## src/rtl/mips_alu_unit.sv

```systemverilog
// Execute-stage ALU: opcode/funct decode to a 4-bit operation, 32-bit result.
// Out is combinational; Out_r is its registered copy for the EX/MEM boundary.
module mips_alu_unit (
    input  logic        Clock,
    input  logic        Reset_n,
    input  logic [5:0]  opcode,
    input  logic [5:0]  funct,
    input  logic [31:0] A,
    input  logic [31:0] B,
    output logic [3:0]  ALUop,
    output logic [31:0] Out,
    output logic [31:0] Out_r
);

    localparam logic [3:0] OP_ADD  = 4'd0;
    localparam logic [3:0] OP_SUB  = 4'd1;
    localparam logic [3:0] OP_SLT  = 4'd2;
    localparam logic [3:0] OP_SLTU = 4'd3;
    localparam logic [3:0] OP_AND  = 4'd4;
    localparam logic [3:0] OP_OR   = 4'd5;
    localparam logic [3:0] OP_XOR  = 4'd6;
    localparam logic [3:0] OP_NOR  = 4'd7;
    localparam logic [3:0] OP_SLL  = 4'd8;
    localparam logic [3:0] OP_SRL  = 4'd9;
    localparam logic [3:0] OP_SRA  = 4'd10;
    localparam logic [3:0] OP_LUI  = 4'd11;
    localparam logic [3:0] OP_INV  = 4'd15;

    localparam logic [5:0] R_TYPE = 6'b000000;

    logic [3:0] r_op;
    logic [4:0] shamt;
    logic signed [31:0] b_s;

    // Variable and fixed shifts share an op: shamt always comes from A.
    always_comb begin
        r_op = OP_INV;
        unique case (funct)
            6'b000000, 6'b000100: r_op = OP_SLL;
            6'b000010, 6'b000110: r_op = OP_SRL;
            6'b000011, 6'b000111: r_op = OP_SRA;
            6'b100000, 6'b100001: r_op = OP_ADD;
            6'b100010, 6'b100011: r_op = OP_SUB;
            6'b100100:            r_op = OP_AND;
            6'b100101:            r_op = OP_OR;
            6'b100110:            r_op = OP_XOR;
            6'b100111:            r_op = OP_NOR;
            6'b101010:            r_op = OP_SLT;
            6'b101011:            r_op = OP_SLTU;
            default:              r_op = OP_INV;
        endcase
    end

    always_comb begin
        ALUop = OP_INV;
        unique case (opcode)
            R_TYPE:               ALUop = r_op;
            6'b100000, 6'b100001,
            6'b100011, 6'b100100,
            6'b100101, 6'b101000,
            6'b101001, 6'b101011,
            6'b001001, 6'b001000: ALUop = OP_ADD;
            6'b001010:            ALUop = OP_SLT;
            6'b001011:            ALUop = OP_SLTU;
            6'b001100:            ALUop = OP_AND;
            6'b001101:            ALUop = OP_OR;
            6'b001110:            ALUop = OP_XOR;
            6'b001111:            ALUop = OP_LUI;
            6'b000100, 6'b000101: ALUop = OP_SUB;
            default:              ALUop = OP_INV;
        endcase
    end

    assign shamt = A[4:0];
    assign b_s   = B;

    always_comb begin
        Out = 32'h0000_0000;
        unique case (ALUop)
            OP_ADD:  Out = A + B;
            OP_SUB:  Out = A - B;
            OP_SLT:  Out = {31'b0, $signed(A) < $signed(B)};
            OP_SLTU: Out = {31'b0, A < B};
            OP_AND:  Out = A & B;
            OP_OR:   Out = A | B;
            OP_XOR:  Out = A ^ B;
            OP_NOR:  Out = ~(A | B);
            OP_SLL:  Out = B << shamt;
            OP_SRL:  Out = B >> shamt;
            OP_SRA:  Out = b_s >>> shamt;
            OP_LUI:  Out = {B[15:0], 16'h0000};
            default: Out = 32'h0000_0000;
        endcase
    end

    always_ff @(posedge Clock or negedge Reset_n) begin
        if (!Reset_n) begin
            Out_r <= 32'h0000_0000;
        end else begin
            Out_r <= Out;
        end
    end

endmodule

```

## config.mk

```make
export PLATFORM = sky130hd
export DESIGN_NAME = mips_alu_unit
export DESIGN_NICKNAME = d
export VERILOG_FILES = /design/src/rtl/mips_alu_unit.sv
export SDC_FILE = /design/constraint.sdc
export NUM_CORES = 1
export LEC_CHECK = 0
export ABC_CLOCK_PERIOD_IN_PS = 9050
export CAP_MARGIN = 20
export CORE_ASPECT_RATIO = 1.4
export CORE_UTILIZATION = 40
export CTS_BUF_LIST = sky130_fd_sc_hd__clkbuf_8 sky130_fd_sc_hd__clkbuf_16
export DETAILED_ROUTE_END_ITERATION = 10
export PLACE_DENSITY = 0.6
export SETUP_SLACK_MARGIN = 0.05
export SYNTH_ARGS = -nofsm -noshare
export SYNTH_HDL_FRONTEND = slang
export SYNTH_SLANG_ARGS = --single-unit
```

## constraint.sdc

```tcl
create_clock -name Clock -period 9.05 [get_ports Clock]
set_input_delay 0.905 -clock Clock [delete_from_list [all_inputs] [get_ports Clock]]
set_output_delay 0.905 -clock Clock [all_outputs]
set_load 0.03 [all_outputs]
```

# ---- Yosys cells after proc, flatten, opt, wreduce, memory -nomap -nowiden
# Memory sizes are Yosys's and may differ from the RTL's.
# Cells that the tools add are included.
dict set report classes {
  addsub 2
  mul 0
  div_mod_pow 0
  n_lt_le_gt_ge 2
  n_eq_ne 29
  shift 3
  n_mux 2
  bitwise 4
  n_reduce_logical 4
}
# cell count
set op_table {}
lappend op_table {{case mux 32 bit (12 select lines)} 1}
lappend op_table {{< comparator 32 bit} 2}
lappend op_table {{== test 6 x 4 -> 1 bit (second input constant)} 8}
lappend op_table {{== test 6 bit (second input constant)} 8}
lappend op_table {{case mux 4 bit (9 select lines)} 1}
lappend op_table {{adder 32 bit} 1}
lappend op_table {{bitwise AND 32 bit} 1}
lappend op_table {{inverter 32 bit} 1}
lappend op_table {{OR 32 bit} 1}
lappend op_table {{<< shifter 32 x 5 -> 32 bit} 1}
lappend op_table {{>> shifter 32 x 5 -> 32 bit} 1}
lappend op_table {{>>> shifter 32 x 5 -> 32 bit} 1}
lappend op_table {{subtractor 32 bit} 1}
lappend op_table {{bitwise XOR 32 bit} 1}
lappend op_table {{== test 4 x 3 -> 1 bit (second input constant)} 4}
lappend op_table {{== test 4 bit (second input constant)} 4}
lappend op_table {{== test 6 x 3 -> 1 bit (second input constant)} 2}
lappend op_table {{OR reduction 10 bit} 1}
lappend op_table {{== test 4 x 2 -> 1 bit (second input constant)} 2}
lappend op_table {{zero test 6 bit} 1}
lappend op_table {{== test 4 x 1 -> 1 bit (second input constant)} 1}
lappend op_table {{zero test 4 bit} 1}
lappend op_table {{OR reduction 2 bit} 1}
dict set report totals {
  ff_bits 32
  latch_bits 0
  mem_bits_rw 0
  mem_bits_ro 256
  in_bits 78
  output_inout_bits 68
  elab_cells 48
  n_memories 1
}
# memory depth width rd rd_clocked_by_memory_dff wr line_no
set memory_table {}
lappend memory_table {{(no name shown)} 64 4 1 0 0 38} ;# unique case (funct)

# ---- Depth between registers and ports, before layout
# Gate-level depths: netlist of run 1.
dict set report logic_depth {
  depth_word 5
  mapped_depth 16
  mapped_depth_nobuf 13
}

# ---- Least setup slack after synthesis of run 1
# Ideal clock, no wire load.
dict set report synth_timing {
  path_type {input to output}
  start {input port A[2]}
  end {output port Out[30]}
  t_arrival_ns 4.458
  path_slack_ns 3.687
  cell_stages 16
  n_path_buf 5
  path_cell_list {buf_2 -> buf_2 -> inv_1 -> buf_2 -> buf_2 -> buf_2 -> ha_1 -> nor2b_1 -> o21ai_0 -> a31o_2 -> a31oi_2 -> nand4_1 -> a21boi_1 -> o211ai_1 -> o211a_1 -> o21ai_0}
}
dict set report synth_via {
  elab_chain_cells 2
  word_cells_on_any_way 6
  cone_classes {add/sub: 2; shift: 3; mux: 1}
}
# item line_no
set synth_lines {}
lappend synth_lines {{start: declaration} 8} ;# input logic [31:0] A,
lappend synth_lines {{subtractor 32 bit (tied with other cells)} 81} ;# OP_SUB: Out = A - B;
lappend synth_lines {{case mux 32 bit (12 select lines) (*)} 79} ;# unique case (ALUop)
lappend synth_lines {{end: declaration} 11} ;# output logic [31:0] Out,
# Mark *: on every way between the ends. The rest lies on a longest branch, timed or not.

# ---- Final worst setup path of run 1
dict set report layout_timing {
  start {input port funct[0]}
  end {output port Out[31]}
}
dict set report layout_via {
  elab_chain_cells 4
  word_cells_on_any_way 15
  cone_classes {eq/ne: 11; mux: 2; reduce/logical: 1; memory: 1}
}
# item line_no
set layout_lines {}
lappend layout_lines {{start: declaration} 7} ;# input logic [5:0] funct,
lappend layout_lines {{memory (64 x 4 bit) (*)} -}
lappend layout_lines {{case mux 4 bit (9 select lines) (*)} 56} ;# unique case (opcode)
lappend layout_lines {{== test 4 bit (tied with other cells)} 79}
lappend layout_lines {{case mux 32 bit (12 select lines) (*)} 79}
# Marked as above.

==> impl_metrics.yaml, run 1 <==
setup_path:
  slowest_delay_ps: 940
  slowest_stage: "nand3_2"
  path_cells: "clkdlybuf4s50_1, inv_1, ha_1, nand2b_1, a21oi_1, a21oi_2, nor3_4, buf_4, inv_2, nand3_2, a2111oi_0, nor3_1, o211ai_1, clkdlybuf4s50_1"
  worstPathMaxFanout: 35
  cp_top_family: "buffers and inverters"
  critPathRequiredTime_ps: 8150
  endpoint_kind: "output port"
  path_class: "in2out"
  crit_path_frequent_cell: "clkdlybuf4s50_1"
  crit_buf_inv: 5
  arrival_ps: 6000
  start_kind: "input pin"
  cp.depth: 14
sta:
  setup_viol: 0
  timing.fmax_mhz: 144.9
  fin_crit_ps: 6903
  worst_pin_slew_ps: 1094
  rsz0062_at_grt: "false"
  worst_slack_ps: 2147
  final_max_slew_viol_count: 0
  report.final.hold_viol_count: 0
  finalSetupTns_ps: 0
  period_share: 0.7627
  slew_headroom: 0.2632
cts:
  cts_tree: "built"
  post_cts_resized: 0
  cts_buffer_depth: 2
  clkSinkCount: 32
  cts_max_level: 2
  clk_transition_reported_paths_ps: 60
  cts_root_buf: "clkbuf_16"
  ctsHoldBuffers: 0
  cts_made_buffers: 5
  cts_setup_buffers: 0
synthesis:
  netlist_instances: 1511
  syn-num-nets: 1689
  synth_compound_area_frac: 0.3669
  synthesis.area_mm2: 0.01075
  syn_avg_cell_area_um2: 7.116
  synth_ff_type: "dfrtp_1"
  yosys.area_share.simple: 0.1912
  synthMuxAreaShare: 0.1419
  synth-seq-cells: 32
  synth_warnings: 0
  ys_types: 95
  synth_xor_area_frac: 0.02037
  synth_enable_flop_cells: 0
  synth_top_family_by_area: "compound AO/OA/AOI/OAI gates"
  ys_seq_area_frac: 0.07448
  synth_fa_ha_area_frac: 0.1178
  async_flop_share: 1.000
grt:
  grt_max_degree: 76
  grt_pass1_wl_mm: 76.60
  groute.usage.overall: 0.3726
  grt_pass1_vias: 12100
  grt.overflow.total: 0
  antenna_found_initial: 1
floorplan:
  start_util: 0.4092
  die_area_mm2: 0.02755
  rows: 70
  core-area_mm2: 0.02628
  ios: 146
  die_height_um: 196.0
  fp.dieW_um: 140.6
routing:
  drc: 0
  route.vias.total: 12830
  first_pass_iters: 7
  detail_route.vias_per_cell: 6.775
  ant_nets: 0
  avgRoutedWirePerCell_um: 27.50
  drt_iter0_markers: 1347
  routed_wl_mm: 52.06
placement:
  dpl.hpwl_mm: 39.89
  port_buffers: 145
  place_ws_ps: 2291
  gp_congestion: 1.023
flow_run:
  cap_viol_max_count: 0
pwr:
  cellLeakagePower_uw: 0.005106
  irDropWorstVdd_uv: 69.76
  power.density_mw_per_mm2: 102.4
cells_and_area:
  synthToLayoutAreaGrowth_pct: 15.20
  top_regs: "Out_r (32)"
  largest_reg_flops: 32
  n_antenna_cell: 0
  nFillCells: 2752
  top_register: "Out_r"
  fin_nets: 1746
  final_cell_mix: "158 x nor2_1, 143 x a21oi_1, 139 x clkdlybuf4s50_1, 135 x nand2_1, 112 x o21ai_0"
  final_common_cell: "nor2_1"
  drive_above_1_share: 0.08477
run_status:
  outcome: "completed"
worst_hold_path:
  min_path_type: "in2async"
## cell type report
class                      count  area [um^2]  area share
timing repair buffer         171         1619      0.1307
sequential                    32        800.8     0.06465
tap                          324        405.4     0.03273
clock buffer                   5        125.1     0.01010
clock inverter                 3        38.79    0.003132
inverter                     102        382.9     0.03091
multi-input combinational   1256         9014      0.7278
## metal layers
layer,GRT usage,share of wire
met1,0.4627,0.39
met2,0.6015,0.45
met3,0.05760,0.082
met4,0.2359,0.070
met5,0,0.00023
## cells in the mapped netlist (10+ instances only)
cell       instances  area (um^2)
ha_1              98         1226
nor2b_1           12        75.07
nand2_1          135        506.7
mux2_2            16        180.2
a22oi_1           15        112.6
nand3_1           33        165.2
o22ai_1           17        106.4
and3_1            13        81.33
clkbuf_1          55        206.5
a22o_1            10        87.58
nand2b_1          12        75.07
mux4_2            33        743.2
o21a_1            11        82.58
nor4_1            10        62.56
mux2i_1           59        590.6
o2111ai_1         15        131.4
a31oi_1           17        106.4
a211oi_1          24        180.2
xnor2_1           25        219.0
buf_2             49        245.2
o21ai_0          112        560.5
a21oi_1          143        715.7
o31ai_1           14        105.1
dfrtp_1           32        800.8
a221oi_1          19        166.4
o21bai_1          12        90.09
nor3_1            21        105.1
a21o_1            15        112.6
nor2_1           159        596.8
inv_1             99        371.6
o211ai_1          26        195.2
## power breakdown
part           leakage [uW]  internal, uW  total, uW  switching (uW)
Clock             0.0000850           129        202            73.4
Combinational       0.00462           325        894             569
Sequential         0.000400           167        172            5.71
## through the flow
step | instances | total power [uW] | util | hold WS, ps | instance area [um^2]
2_1_floorplan | 1511 | 729.5 | - | 609.4 | 10750
3_3_place_gp | 1885 | 1053 | 0.4651 | 1035 | 12220
3_5_place_dp | 1885 | 1050 | 0.4651 | 1066 | 12220
4_1_cts | 1893 | 1257 | 0.4714 | 745.1 | 12390
5_1_grt | 1893 | 1330 | 0.4714 | 767.6 | 12390
6_report | 1893 | 1268 | 0.4714 | 686.2 | 12390
## final timing paths
| kind | start | slack (ps) | to |
|---|---|---|---|
| worst max-delay path | funct[0] | 2150 | Out[31] |
| worst min-delay path | Reset_n | 690 | Out_r[0] |
| max in group asynchronous | Reset_n | 7810 | Out_r[9] |
| min in group Clock | A[3] | 1410 | Out_r[3] |
## kinds of logic (layout without fill, tap and decap cells)
family                   after synthesis  after routing
AO/OA/AOI/OAI                        573            573
AND/OR/NAND/NOR                      449            449
buffers and inverters                223            281
multiplexers                         109            109
adder cells (fa/ha/maj)              100            100
flip-flops                            32             32
XOR/XNOR                              25             25
Power figures use the tool's default switching activity.
==> run 2, diff against run 1 <==
- ABC_CLOCK_PERIOD_IN_PS: 9050 -> 6300
- PLACE_DENSITY: 0.6 -> 0.63
- clock period: 9.05 -> 6.3 ns (I/O delays scaled with it)
==> impl_metrics.yaml, run 2 (synthesis gave the netlist of run 1 again) <==
run_status:
  outcome: "completed"
floorplan:
  die_height_um: 196.0
  ios: 146
  rows: 70
  die_area_mm2: 0.02755
  start_util: 0.4092
  core-area_mm2: 0.02628
  fp.dieW_um: 140.6
sta:
  setup_viol: 0
  finalSetupTns_ps: 0
  worst_pin_slew_ps: 1043
  final_max_slew_viol_count: 0
  slew_headroom: 0.2957
  timing.fmax_mhz: 182.9
  fin_crit_ps: 5469
  period_share: 0.8681
  rsz0062_at_grt: "false"
  report.final.hold_viol_count: 0
placement:
  dpl_cell_area_mm2: 0.01243
  port_buffers: 145
  gp_congestion: 1.036
  dpl.hpwl_mm: 41.75
routing:
  route.vias.total: 13140
  avgRoutedWirePerCell_um: 27.66
  detail_route.vias_per_cell: 6.826
  first_pass_iters: 6
  drt_iter0_markers: 1583
  routed_wl_mm: 53.25
  ant_nets: 0
  drc: 0
grt:
  grt_pass1_vias: 12330
  grt_max_degree: 70
  grt.overflow.total: 0
  groute.usage.overall: 0.3827
  grt_pass1_wl_mm: 78.72
  antenna_found_initial: 3
cts:
  clkSinkCount: 32
  clk_transition_reported_paths_ps: 60
  cts_setup_buffers: 0
  cts_buffer_depth: 2
  post_cts_resized: 0
  cts_tree: "built"
  ctsHoldBuffers: 0
  cts_root_buf: "clkbuf_16"
  cts_made_buffers: 5
  cts_max_level: 2
pwr:
  switching_share: 0.5190
  cellLeakagePower_uw: 0.005300
  pwr-share-clk: 0.148
  combPwrFrac: 0.715
  p_switching_uw: 947.2
  internal-power_uw: 877.7
  irDropWorstVdd_uv: 94.59
  p_seq_frac: 0.136
  power.density_mw_per_mm2: 145.0
cells_and_area:
  nFillCells: 2706
  final_cell_mix: "158 x nor2_1, 143 x a21oi_1, 135 x nand2_1, 112 x o21ai_0, 110 x clkdlybuf4s50_1"
  final_common_cell: "nor2_1"
  postLayoutCellArea_mm2: 0.01258
  top_regs: "Out_r (32)"
  synthToLayoutAreaGrowth_pct: 17.03
  regArea_um2: 800.8
  fin_nets: 1778
  drive_above_1_share: 0.1213
  top_register: "Out_r"
  multi_input_area_mm2: 0.009014
  largest_reg_flops: 32
flow_run:
  cap_viol_max_count: 0
setup_path:
  worstPathMaxFanout: 16
  endpoint_kind: "output port"
  path_class: "in2out"
  start_kind: "input pin"
  arrival_ps: 4840
  critPathRequiredTime_ps: 5670
worst_hold_path:
  min_path_type: "in2async"
run 2: cell types whose count changed in the layout (fill, tap and decap cells not counted):
cell / previous run / this run
inv_1: 100 / 99
diode_2: 0 / 1
buf_4: 27 / 85
clkbuf_8: 0 / 2
buf_12: 0 / 3
bufinv_16: 1 / 0
clkdlybuf4s50_1: 139 / 110
clkinv_2: 1 / 0
run 2: per-layer routing:
metal  vias up  GRT usage  wire length (um)
li1       5837          -                 -
met1      6361     0.4914             21260
met2       776     0.6250             24620
met3       163    0.04515              4435
met4         4     0.2073              2897
met5         -          0                28
run 2: cell type report:
class,count,share of cell area
timing repair buffer,203,0.1450
clock buffer,7,0.01213
sequential,32,0.06364
inverter,102,0.03043
multi-input combinational,1256,0.7164
antenna,1,0.0001989
tap,324,0.03222
run 2: critical path: stages:
cell             delay (ps)
clkdlybuf4s50_1         580
inv_1                   110
ha_1                    490
nor4_1                  580
nand3_1                 140
a211oi_1                580
o31a_1                  220
o21a_1                  200
nor2_1                   90
o31ai_1                 490
a221oi_1                160
o211ai_1                320
buf_4                   220
run 2: worst paths after layout:
check                      startpoint  slack, ps   endpoint
setup / recovery                B[14]        830    Out[25]
hold / removal                Reset_n        410   Out_r[0]
max in group asynchronous     Reset_n       5340  Out_r[17]
min in group Clock               A[3]       1120   Out_r[3]
run 2: power by group through the flow:
stage | registers [uW] | logic, uW | clock network (uW)
6_report | 248 | 1310 | 271
5_1_grt | 251 | 1380 | 282
4_1_cts | 249 | 1280 | 277
3_5_place_dp | 253 | 1270 | 0
3_3_place_gp | 252 | 1280 | 0
2_1_floorplan | 325 | 723 | 0
run 2: per-stage QoR:
stage | worst slack [ps] | hold WS, ps | power, uW | util | cells
2_1_floorplan | 1487 | 334.4 | 1048 | - | 1511
3_3_place_gp | 924.5 | 763.8 | 1528 | 0.4730 | 1917
3_5_place_dp | 1013 | 770.6 | 1527 | 0.4730 | 1917
4_1_cts | 995.4 | 452.6 | 1804 | 0.4788 | 1924
5_1_grt | 707.1 | 486.0 | 1912 | 0.4788 | 1924
6_report | 831.1 | 406.7 | 1825 | 0.4789 | 1925
==> run 3, diff against run 2 <==
- DONT_BUFFER_PORTS: default -> 1
- PLACE_DENSITY: 0.63 -> 0.55
==> impl_metrics.yaml, run 3 (synthesis gave the netlist of run 1 again) <==
pwr:
  p_switching_uw: 801.5
  irDropWorstVdd_uv: 95.93
  p_seq_frac: 0.216
  internal-power_uw: 692.8
  power.density_mw_per_mm2: 137.4
  pwr-share-clk: 0.162
  cellLeakagePower_uw: 0.004493
  switching_share: 0.5364
  combPwrFrac: 0.622
grt:
  antenna_found_initial: 1
  grt_pass1_wl_mm: 74.51
  grt_pass1_vias: 11530
  groute.usage.overall: 0.3601
  grt.overflow.total: 0
  grt_max_degree: 89
cells_and_area:
  final_common_cell: "nor2_1"
  top_regs: "Out_r (32)"
  drive_above_1_share: 0.08345
  layout.cells.non_filler: 1738
  final_cell_mix: "158 x nor2_1, 143 x a21oi_1, 135 x nand2_1, 112 x o21ai_0, 99 x inv_1"
  n_antenna_cell: 0
  fin_nets: 1592
  top_register: "Out_r"
  synthToLayoutAreaGrowth_pct: 1.129
  largest_reg_flops: 32
  postLayoutCellArea_mm2: 0.01087
routing:
  route.vias.total: 12380
  drc: 0
  ant_nets: 0
  detail_route.vias_per_cell: 7.123
  avgRoutedWirePerCell_um: 29.36
  drt_iter0_markers: 1596
  first_pass_iters: 6
  routed_wl_mm: 51.04
sta:
  setup_viol: 0
  period_share: 0.8007
  final_max_slew_viol_count: 0
  worst_pin_slew_ps: 1143
  report.final.hold_viol_count: 0
  slew_headroom: 0.2286
  fin_crit_ps: 5044
  worst_slack_ps: 1256
  finalSetupTns_ps: 0
  timing.fmax_mhz: 198.2
  rsz0062_at_grt: "false"
placement:
  dp_cells: 1731
  dpl.hpwl_mm: 38.70
  dpl_cell_area_mm2: 0.01074
  port_buffers: 0
  gp_congestion: 1.004
  place_ws_ps: 1382
cts:
  cts_tree: "built"
  cts_buffer_depth: 2
  post_cts_resized: 0
  clkSinkCount: 32
  clk_transition_reported_paths_ps: 60
  cts_made_buffers: 5
  cts_root_buf: "clkbuf_16"
  ctsHoldBuffers: 0
  cts_max_level: 2
  cts_setup_buffers: 0
setup_path:
  slowest_delay_ps: 640
  arrival_ps: 4410
  path_cells: "ha_1, inv_1, fa_1, nand3b_1, a21oi_1, o21ai_0, a21oi_1, nor2b_1, a21boi_0, a2111oi_0, a2111oi_0, o2111ai_1"
  critPathRequiredTime_ps: 5670
  worstPathMaxFanout: 88
  endpoint_kind: "output port"
  slowest_stage: "a21boi_0"
  start_kind: "input pin"
  path_class: "in2out"
floorplan:
  fp.dieW_um: 140.6
  rows: 70
  start_util: 0.4092
  core-area_mm2: 0.02628
  die_height_um: 196.0
  ios: 146
  die_area_mm2: 0.02755
run_status:
  outcome: "completed"
flow_run:
  cap_viol_max_count: 0
worst_hold_path:
  min_path_type: "in2async"
## run 3: metal layers
layer	wire length, um	track usage	vias up
met5	11	0	-
met3	4162	0.05931	169
met4	3501	0.2230	2
li1	-	-	5457
met2	23150	0.5837	730
met1	20210	0.4447	6022
## run 3: cell type report
type / instances / area [um^2]
clock buffer: 5 / 125.1
fill: 2789 / 15400
timing repair buffer: 17 / 131.4
sequential: 32 / 800.8
multi-input combinational: 1256 / 9019
clock inverter: 2 / 8.758
inverter: 102 / 382.9
tap: 324 / 405.4
## run 3: critical path, delay by kind of cell
kind / cells / cell delay (ps)
buffers and inverters: 1 / 70
and+or+nand+nor: 2 / 370
adders and majority gates: 2 / 640
AOI/OAI and AO/OA: 7 / 2630
## run 3: worst max-delay path by stage
| stage | cells after the start | endpoint | slack (ps) | from |
|---|---|---|---|---|
| after floorplan | 16 | Out[30] | 1490 | A[2] |
| after global placement | 13 | Out[31] | 1510 | funct[0] |
| after detailed placement | 13 | Out[31] | 1380 | funct[0] |
| after CTS | 13 | Out[31] | 1360 | funct[0] |
| after global routing | 12 | Out[28] | 1020 | A[0] |
| final | 12 | Out[28] | 1260 | A[0] |
## run 3: power groups by stage
| stage | registers (uW) | clock network [uW] | logic, uW |
|---|---|---|---|
| 2_1_floorplan | 325 | 0 | 723 |
| 3_3_place_gp | 327 | 0 | 904 |
| 3_5_place_dp | 328 | 0 | 900 |
| 4_1_cts | 324 | 244 | 905 |
| 5_1_grt | 327 | 250 | 985 |
| 6_report | 323 | 242 | 930 |
## run 3: through the flow
step	hold WS, ps	util	total power [uW]
floorplan	334.4	-	1048
global placement	335.2	0.4083	1231
detailed placement	335.9	0.4087	1228
CTS	19.52	0.4138	1472
global route	16.85	0.4138	1562
finish	17.33	0.4138	1494
